==> src/rtl/jkff_bank_arbiter.sv <==
// Bank of 2**IDXW JK cells shared by two requesters through a round-robin arbiter.
// state | meaning
// IDLE  | waiting for a request; arbitrates and latches op/idx
// EXEC  | applies the latched JK op to the target cell
// DONE  | one-cycle ack to the granted requester
module jkff_bank_arbiter #(
  parameter int IDXW = 2,
  localparam int NCELL = 2**IDXW
) (
  input  logic             clk,
  input  logic             rst,
  input  logic             req0,
  input  logic [1:0]       op0,
  input  logic [IDXW-1:0]  idx0,
  output logic             ack0,
  input  logic             req1,
  input  logic [1:0]       op1,
  input  logic [IDXW-1:0]  idx1,
  output logic             ack1,
  output logic [NCELL-1:0] q,
  output logic [NCELL-1:0] qbar,
  output logic             busy,
  output logic             last_grant
);

  typedef enum logic [1:0] {
    IDLE = 2'd0,
    EXEC = 2'd1,
    DONE = 2'd2
  } state_t;

  state_t            r_state;
  state_t            w_state_nxt;
  logic [1:0]        r_op;
  logic [IDXW-1:0]   r_idx;
  logic [NCELL-1:0]  r_q;
  logic [NCELL-1:0]  r_qbar;
  logic              r_ack0;
  logic              r_ack1;
  logic              r_busy;
  logic              r_last_grant;

  logic              w_grant_vld;
  logic              w_grant_sel;
  logic [1:0]        w_op_sel;
  logic [IDXW-1:0]   w_idx_sel;
  logic [NCELL-1:0]  w_q_nxt;
  logic              w_ack0_nxt;
  logic              w_ack1_nxt;

  always_comb begin
    w_state_nxt = r_state;
    w_grant_vld = 1'b0;
    w_grant_sel = r_last_grant;
    w_q_nxt     = r_q;
    w_ack0_nxt  = 1'b0;
    w_ack1_nxt  = 1'b0;

    case (r_state)
      IDLE: begin
        if (req0 && req1) begin
          w_grant_vld = 1'b1;
          w_grant_sel = ~r_last_grant;
        end else if (req0) begin
          w_grant_vld = 1'b1;
          w_grant_sel = 1'b0;
        end else if (req1) begin
          w_grant_vld = 1'b1;
          w_grant_sel = 1'b1;
        end
        if (w_grant_vld) w_state_nxt = EXEC;
      end
      EXEC: begin
        case (r_op)
          2'b01:   w_q_nxt[r_idx] = 1'b0;
          2'b10:   w_q_nxt[r_idx] = 1'b1;
          2'b11:   w_q_nxt[r_idx] = ~r_q[r_idx];
          default: w_q_nxt[r_idx] = r_q[r_idx];
        endcase
        w_ack0_nxt  = ~r_last_grant;
        w_ack1_nxt  = r_last_grant;
        w_state_nxt = DONE;
      end
      DONE: w_state_nxt = IDLE;
      default: w_state_nxt = IDLE;
    endcase
  end

  assign w_op_sel  = w_grant_sel ? op1  : op0;
  assign w_idx_sel = w_grant_sel ? idx1 : idx0;

  // last_grant doubles as the owner of the in-flight operation
  always_ff @(posedge clk) begin
    if (rst) begin
      r_state      <= IDLE;
      r_op         <= 2'b00;
      r_idx        <= '0;
      r_q          <= '0;
      r_qbar       <= '1;
      r_ack0       <= 1'b0;
      r_ack1       <= 1'b0;
      r_busy       <= 1'b0;
      r_last_grant <= 1'b1;
    end else begin
      r_state <= w_state_nxt;
      if (w_grant_vld) begin
        r_op         <= w_op_sel;
        r_idx        <= w_idx_sel;
        r_last_grant <= w_grant_sel;
      end
      r_q    <= w_q_nxt;
      r_qbar <= ~w_q_nxt;
      r_ack0 <= w_ack0_nxt;
      r_ack1 <= w_ack1_nxt;
      r_busy <= (w_state_nxt != IDLE);
    end
  end

  assign q          = r_q;
  assign qbar       = r_qbar;
  assign ack0       = r_ack0;
  assign ack1       = r_ack1;
  assign busy       = r_busy;
  assign last_grant = r_last_grant;

endmodule

==> config.mk <==
export PLATFORM = sky130hd
export DESIGN_NAME = jkff_bank_arbiter
export DESIGN_NICKNAME = d
export VERILOG_FILES = /design/src/rtl/jkff_bank_arbiter.sv
export SDC_FILE = /design/constraint.sdc
export NUM_CORES = 1
export LEC_CHECK = 0
export CAP_MARGIN = 10
export CORE_MARGIN = 2
export CORE_UTILIZATION = 50
export DETAILED_ROUTE_END_ITERATION = 16
export DONT_BUFFER_PORTS = 1
export PLACE_DENSITY = 0.74
export SETUP_SLACK_MARGIN = 0.5
export SYNTH_ARGS = -nofsm -noshare
export SYNTH_HDL_FRONTEND = slang
export SYNTH_SLANG_ARGS = --single-unit
export TNS_END_PERCENT = 50
==> constraint.sdc <==
create_clock -name clk -period 1.9 [get_ports clk]
set_input_delay 0.095 -clock clk [delete_from_list [all_inputs] [get_ports clk]]
set_output_delay 0.095 -clock clk [all_outputs]
set_load 0.02 [all_outputs]
==> metrics.md, run 1 <==
| Metric | Value |
|---|---|
| Outcome | `completed` |
| Post-placement cell area | `about 720 µm²` |
| Clock power share | `0.299` |
| Rows | `13` |
| Share of layout cells above drive strength 1 | `0.141` |
| Final hold vios | `0` |
| Pwr Total | `0.000787 W` |
| Crit-path slowest cell | `dfxtp_2` |
| Maxcap violations | `0` |
| Slew Limit Headroom | `0.619` |
| Mapped Cells | `71` |
| Post-synth ARST share | `0` |
| Hold WS | `3.14 ps` |
| Design Area, Final | `approximately 860 µm²` |
| CP required | `~2100 ps` |
| Number of global-route vias before repair | `528` |
| Area share of the largest cell type after synthesis | `0.488` |
| GRT Residual Overflow | `0` |
| Crit-path leading delay family | `multiplexers` |
| Fmax | `740 MHz` |
| Max clock buf depth | `2` |
| Area grow syn2layout | `16.6%` |
| Mapped Nets | `83` |
| Logic pwr share | `0.128` |
| Kind of end point of the critical path | `flop` |
| # diodes | `0` |
| Antenna viol nets, final | `0` |
| Cts bufs inserted | `3` |
| Worst-Margin Slew | `about 570 ps` |
| Post-Route WL | `1560 µm` |
| CTS sink cnt | `18` |
| Place WS | `493 ps` |
| Core footprint | `0.00133 mm²` |
| Pre-antenna DRT Iters | `4` |
| Via Count | `575` |
| Worst clock skew | `between 8 and 9 ps` |
| Most frequent CP cell | `mux2i_2` |
| Vias per cell | `~6` |
| Worst Path Arrival | `1510 ps` |
| Post-DR wirelength/cell | `between 15 and 20 µm` |
| Final setup TNS | `0 ps` |
| Largest net degree at the start of global routing | `17` |
| Switching Share | `0.272` |
| Clock latency on the worst-skew pair | `approximately 300 ps` |
| Worst setup path class | `flop to flop` |
| Initial antenna violation count | `0` |
| CP Launch Type | `flop` |
| Ys flop type | `dfxtp_1` |
| Mapped Avg Cell Area | `10.4 µm²` |
| GR Util All Layers | `0.191` |
| Nets | `91` |
| Crit Path Max Fanout | `9` |
| Int Power | `around 0.00057 W` |
| Leakage power | `0.304 nW` |
| Yosys reg bits | `18` |
| Clock root buffer | `clkbuf_4` |
| Net Switching | `0.000214 W` |
| Final period util | `0.711` |
| Worst path bufs/invs | `0` |
| H-tree lvl count | `1` |
| Sequential share of power | `0.572` |
| Final setup fails | `0` |
| Ports | `24` |
| First-pass GRT wire length | `2530 µm` |
| Worst-path clk slew | `100 ps` |
| TritonCTS clock tree | `built` |
| Post-synthesis sequential area ratio | `0.488` |
| Unique masters post-synth | `28` |
| DR iter-0 viols | `8` |
| Peak supply drop | `0.000403 V` |
| Synth area leader | `dfxtp_1` |
| PnR worst setup slack | `549 ps` |
| Period minus WS final | `1350 ps` |
| RSZ-0062 raised after global routing | `no` |
| Number of synthesized flops with an enable pin | `0` |
| Routability cong. | `0.791` |
| Post-route DRC | `0` |
| R2R Setup Slk | `550 ps` |
| Synth Cell Area | `approximately 740 µm²` |
| Top post-synthesis cells by area | `dfxtp_1, mux2i_1, a32oi_1` |
| Ys Warns | `0` |
| Die Wd | `~42 µm` |
| Crit path cell chain | `mux2i_2 > mux2i_2 > a311oi_1` |
| IO buf count | `0` |
| Worst stage delay on the critical path | `approximately 450 ps` |
| Power density over the cells | `914 mW/mm²` |
| Die area | `between 0.0015 and 0.002 mm²` |
| Post-DP HPWL | `932 µm` |
| Pins Over Slew Limit | `0` |
| Worst hold path class | `input pin to flop` |
| Initial core utilization | `0.553` |
| Die height | `42.4 µm` |
-- cell usage in the layout, fill, tap and decap left out, types with 3 or more instances in the layout --
cell type	instances
nor3_1	3
clkbuf_4	3
a211oi_1	3
dfxtp_1	16
nor2_1	5
o32ai_1	4
a32oi_1	4
a211o_1	3
inv_1	5
dlygate4sd3_1	9
-- power by group through the flow --
stage | clock network, W | logic [W] | registers [W]
after global routing | 0.000256 | 0.000110 | 0.000455
after CTS | 0.000242 | 0.0000906 | 0.000448
after floorplan | 0 | 0.0000853 | 0.000440
after global placement | 0 | 0.0000714 | 0.000454
final | 0.000236 | 0.000101 | 0.000450
after detailed placement | 0 | 0.0000741 | 0.000456
-- area by class of cell --
| class | count | area (µm²) |
|---|---|---|
| inverter | 5 | 18.8 |
| tap | 15 | 18.8 |
| clock buffer | 4 | 36.3 |
| fill | 117 | 473 |
| multi-input combinational | 42 | 334 |
| timing repair buffer | 9 | 90.1 |
| sequential | 18 | 363 |
-- cells in the mapped netlist (2+ instances only) --
cell type  number
a211oi_1        3
nor2_1          5
o32ai_1         4
inv_1           5
a32oi_1         4
dfxtp_1        18
buf_2           2
mux2i_1         4
a211o_1         3
nor3_1          3
clkbuf_1        3
-- repair_timing --
item / in CTS / in global routing
buffers inserted: 0 / 0
resized for setup: 1 / 3
setup endpoints to repair: 2 / 3
hold buffers: 7 / 2
hold endpoints to repair: 17 / 2
-- routing by layer --
layer,routed length (µm),up-vias,global-route usage
met3,63,4,0.0431
li1,-,286,-
met5,0,-,0
met1,720,271,0.251
met4,28,0,0.113
met2,747,14,0.283
-- worst paths after layout --
kind / from / cells past startpoint / endpoint
max: r_idx[1] / 3 / flop
min: req1 / 2 / r_state[0]
max reg2reg: r_idx[1] / 3 / flop
min reg2reg: r_state[0] / 1 / r_state[0]
-- logic make-up after synthesis --
logic type	after synthesis	synth area share
compound gates	19	0.217
mux	4	0.0542
flops	18	0.488
simple gates	19	0.171
buf+inv	11	0.0695
-- through the flow --
| step | util | cells |
|---|---|---|
| 2_1_floorplan | - | 71 |
| 3_3_place_gp | 0.543 | 80 |
| 3_5_place_dp | 0.543 | 80 |
| 4_1_cts | 0.624 | 91 |
| 5_1_grt | 0.645 | 93 |
| 6_report | 0.645 | 93 |
-- worst register-to-register path, cell delays in order, from the launching register on --
cell,delay (ps)
dfxtp_2,450
mux2i_2,310
mux2i_2,330
a311oi_1,140
(Power assumes the default switching activity.)
==> run 2: changes to the inputs <==
clock period = 1.25 ns   (was 1.9 ns; I/O delays follow)
==> metrics.md, run 2 (synthesis results as in run 1) <==
| Metric | Value |
|---|---|
| Outcome | `finished, violations left` |
| Failing checks | `negative hold slack` |
| Via Count | `606 (+5.4%)` |
| Number of global-route vias before repair | `495 (-6.3%)` |
| Min-delay src | `rst` |
| Maxcap violations | `0 (unchanged)` |
| GRT Residual Overflow | `0 (unchanged)` |
| H-tree lvl count | `1 (unchanged)` |
| Commonest cells after routing, fill and taps aside | `dfxtp_1, buf_4, dfxtp_4, buf_6` |
| Worst-path clk slew | `100 ps (about the same)` |
| Leakage power | `0.377 nW (+24%)` |
| Die Wd | `42.4 µm (unchanged)` |
| Post-route DRC | `0 (unchanged)` |
| Met1 Resource Use GR | `0.207 (-0.0438)` |
| Fmax | `806 MHz (+8.9%)` |
| Top Usage Layer GRT | `met2` |
| Met2 Use GR | `0.228 (-0.0554)` |
| First-pass GRT wire length | `2110 µm (-17%)` |
| RSZ-0062 raised after global routing | `yes` |
| Area grow syn2layout | `41.4%` |
| Crit Path Max Fanout | `7 (-2)` |
| Ports | `24 (unchanged)` |
| Die area | `0.00180 mm² (unchanged)` |
| Register area | `388 µm² (+6.9%)` |
| Initial core utilization | `0.553 (unchanged)` |
| Largest net degree at the start of global routing | `18 (+1)` |
| Final period util | `0.993 (+0.282)` |
| Pre-antenna DRT Iters | `4 (unchanged)` |
| Routability cong. | `0.744 (-5.9%)` |
| Post-DP HPWL | `949 µm (+1.9%)` |
| Post-DR wirelength/cell | `15.8 µm (-5.8%)` |
| Vias per cell | `6.25 (+1.0%)` |
| DR iter-0 viols | `18 (+10)` |
| Slew Limit Headroom | `0.781 (+0.162)` |
| Hold WS | `-186 ps (-189 ps)` |
| Power density over the cells | `1220 mW/mm² (+34%)` |
| Share of layout cells above drive strength 1 | `0.573 (+0.432)` |
| Rows | `13 (unchanged)` |
| Period minus WS final | `1240 ps (-110 ps)` |
| Reg2Reg Capture Point | `qbar[3]` |
| Peak supply drop | `0.000763 V (+89%)` |
| Worst-Margin Slew | `328 ps (-241 ps)` |
| Final hold vios | `18 (+18)` |
| Nets | `95 (+4.4%)` |
| Cts bufs inserted | `3 (unchanged)` |
| FF-to-FF Start | `r_idx[1]` |
| Core footprint | `0.00133 mm² (unchanged)` |
| Worst setup path class | `flop to flop` |
| Pwr Total | `0.00127 W (+62%)` |
| Worst hold path class | `input pin to flop` |
| CP required | `1440 ps (-620 ps)` |
| TritonCTS clock tree | `built` |
| Initial antenna violation count | `0 (unchanged)` |
| R2R Setup Slk | `9 ps (-540 ps)` |
| GR Util All Layers | `0.154 (-0.0370)` |
| IO buf count | `0 (unchanged)` |
| Kind of end point of the critical path | `flop` |
| # diodes | `0 (unchanged)` |
| CTS sink cnt | `18 (unchanged)` |
| Antenna viol nets, final | `0 (unchanged)` |
| Worst Path Arrival | `1430 ps (-80 ps)` |
| Crit path launch | `r_idx[1]` |
| Die height | `42.4 µm (unchanged)` |
| Clock root buffer | `clkbuf_4` |
| Max clock buf depth | `2 (unchanged)` |
| Worst reg-to-reg path cell count | `4 (+1)` |
| Multi-input gate area | `462 µm² (+38%)` |
| Post-Route WL | `1530 µm (-1.8%)` |
| Final setup fails | `0 (unchanged)` |
| Met3 Use GR | `0.0388 (-0.00431)` |
| Pins Over Slew Limit | `0 (unchanged)` |
| Fillers | `81 (-31%)` |
| Hold Path Stages | `1 (-1)` |
| Worst clock skew | `3.09 ps (-5.21 ps)` |
| Most common cell after layout, fill and taps aside | `dfxtp_1` |
| CP Launch Type | `flop` |
| Clock latency on the worst-skew pair | `290 ps (about the same)` |
==> run 2: changes by cell type in the layout (fill, tap and decap cells not counted), sizes merged <==
| cell | previous run | this run |
|---|---|---|
| buf | 0 | 13 |
| dlygate4sd3 | 9 | 0 |
==> run 2: layer usage <==
layer | wire [µm] | up-vias
met5 | 0 | -
met4 | 12 | 0
met3 | 77 | 2
met2 | 721 | 19
met1 | 720 | 290
li1 | - | 295
==> run 2: report_power, final <==
part / total [W] / internal (W) / switching, W
Combinational: 0.000250 / 0.000139 / 0.000111
Clock: 0.000353 / 0.000177 / 0.000176
Sequential: 0.000671 / 0.000611 / 0.0000593
==> run 2: worst max-delay path by stage <==
stage / slack (ps) / to
floorplan: 70 / flop
global placement: -140 / qbar[2]
detailed placement: -150 / flop
CTS: 20 / qbar[2]
global route: -40 / qbar[3]
finish: 9 / qbar[3]
==> run 2: critical path: stages, from the launching register on <==
cell and delay [ps]:
dfxtp_4 420, mux2i_1 230, mux2i_1 90, buf_4 160
a211o_1 250
==> run 2: timing repair <==
action / 4_1_cts / 5_1_grt
pin swaps: 1 / 10
cloned: 0 / 0
buffers inserted: 1 / 3
resized for setup: 12 / 29
endpoints found under the hold margin: 18 / 18
setup endpoints to repair: 30 / 30
==> run 2: cell type report <==
class,count,area share
multi-input combinational,42,0.442
inverter,5,0.0180
clock buffer,4,0.0348
sequential,18,0.372
timing repair buffer,13,0.115
tap,15,0.0180
==> run 2: stage by stage <==
stage	std cells	TNS (ps)	util	worst slack [ps]	cell area [µm²]
5_1_grt	97	-90.3	0.782	-40.8	1040
3_5_place_dp	89	-696	0.604	-153	806
2_1_floorplan	71	0	-	69.3	758
6_report	97	0	0.782	8.59	1040
4_1_cts	94	0	0.670	21.3	893
3_3_place_gp	89	-602	0.604	-139	806
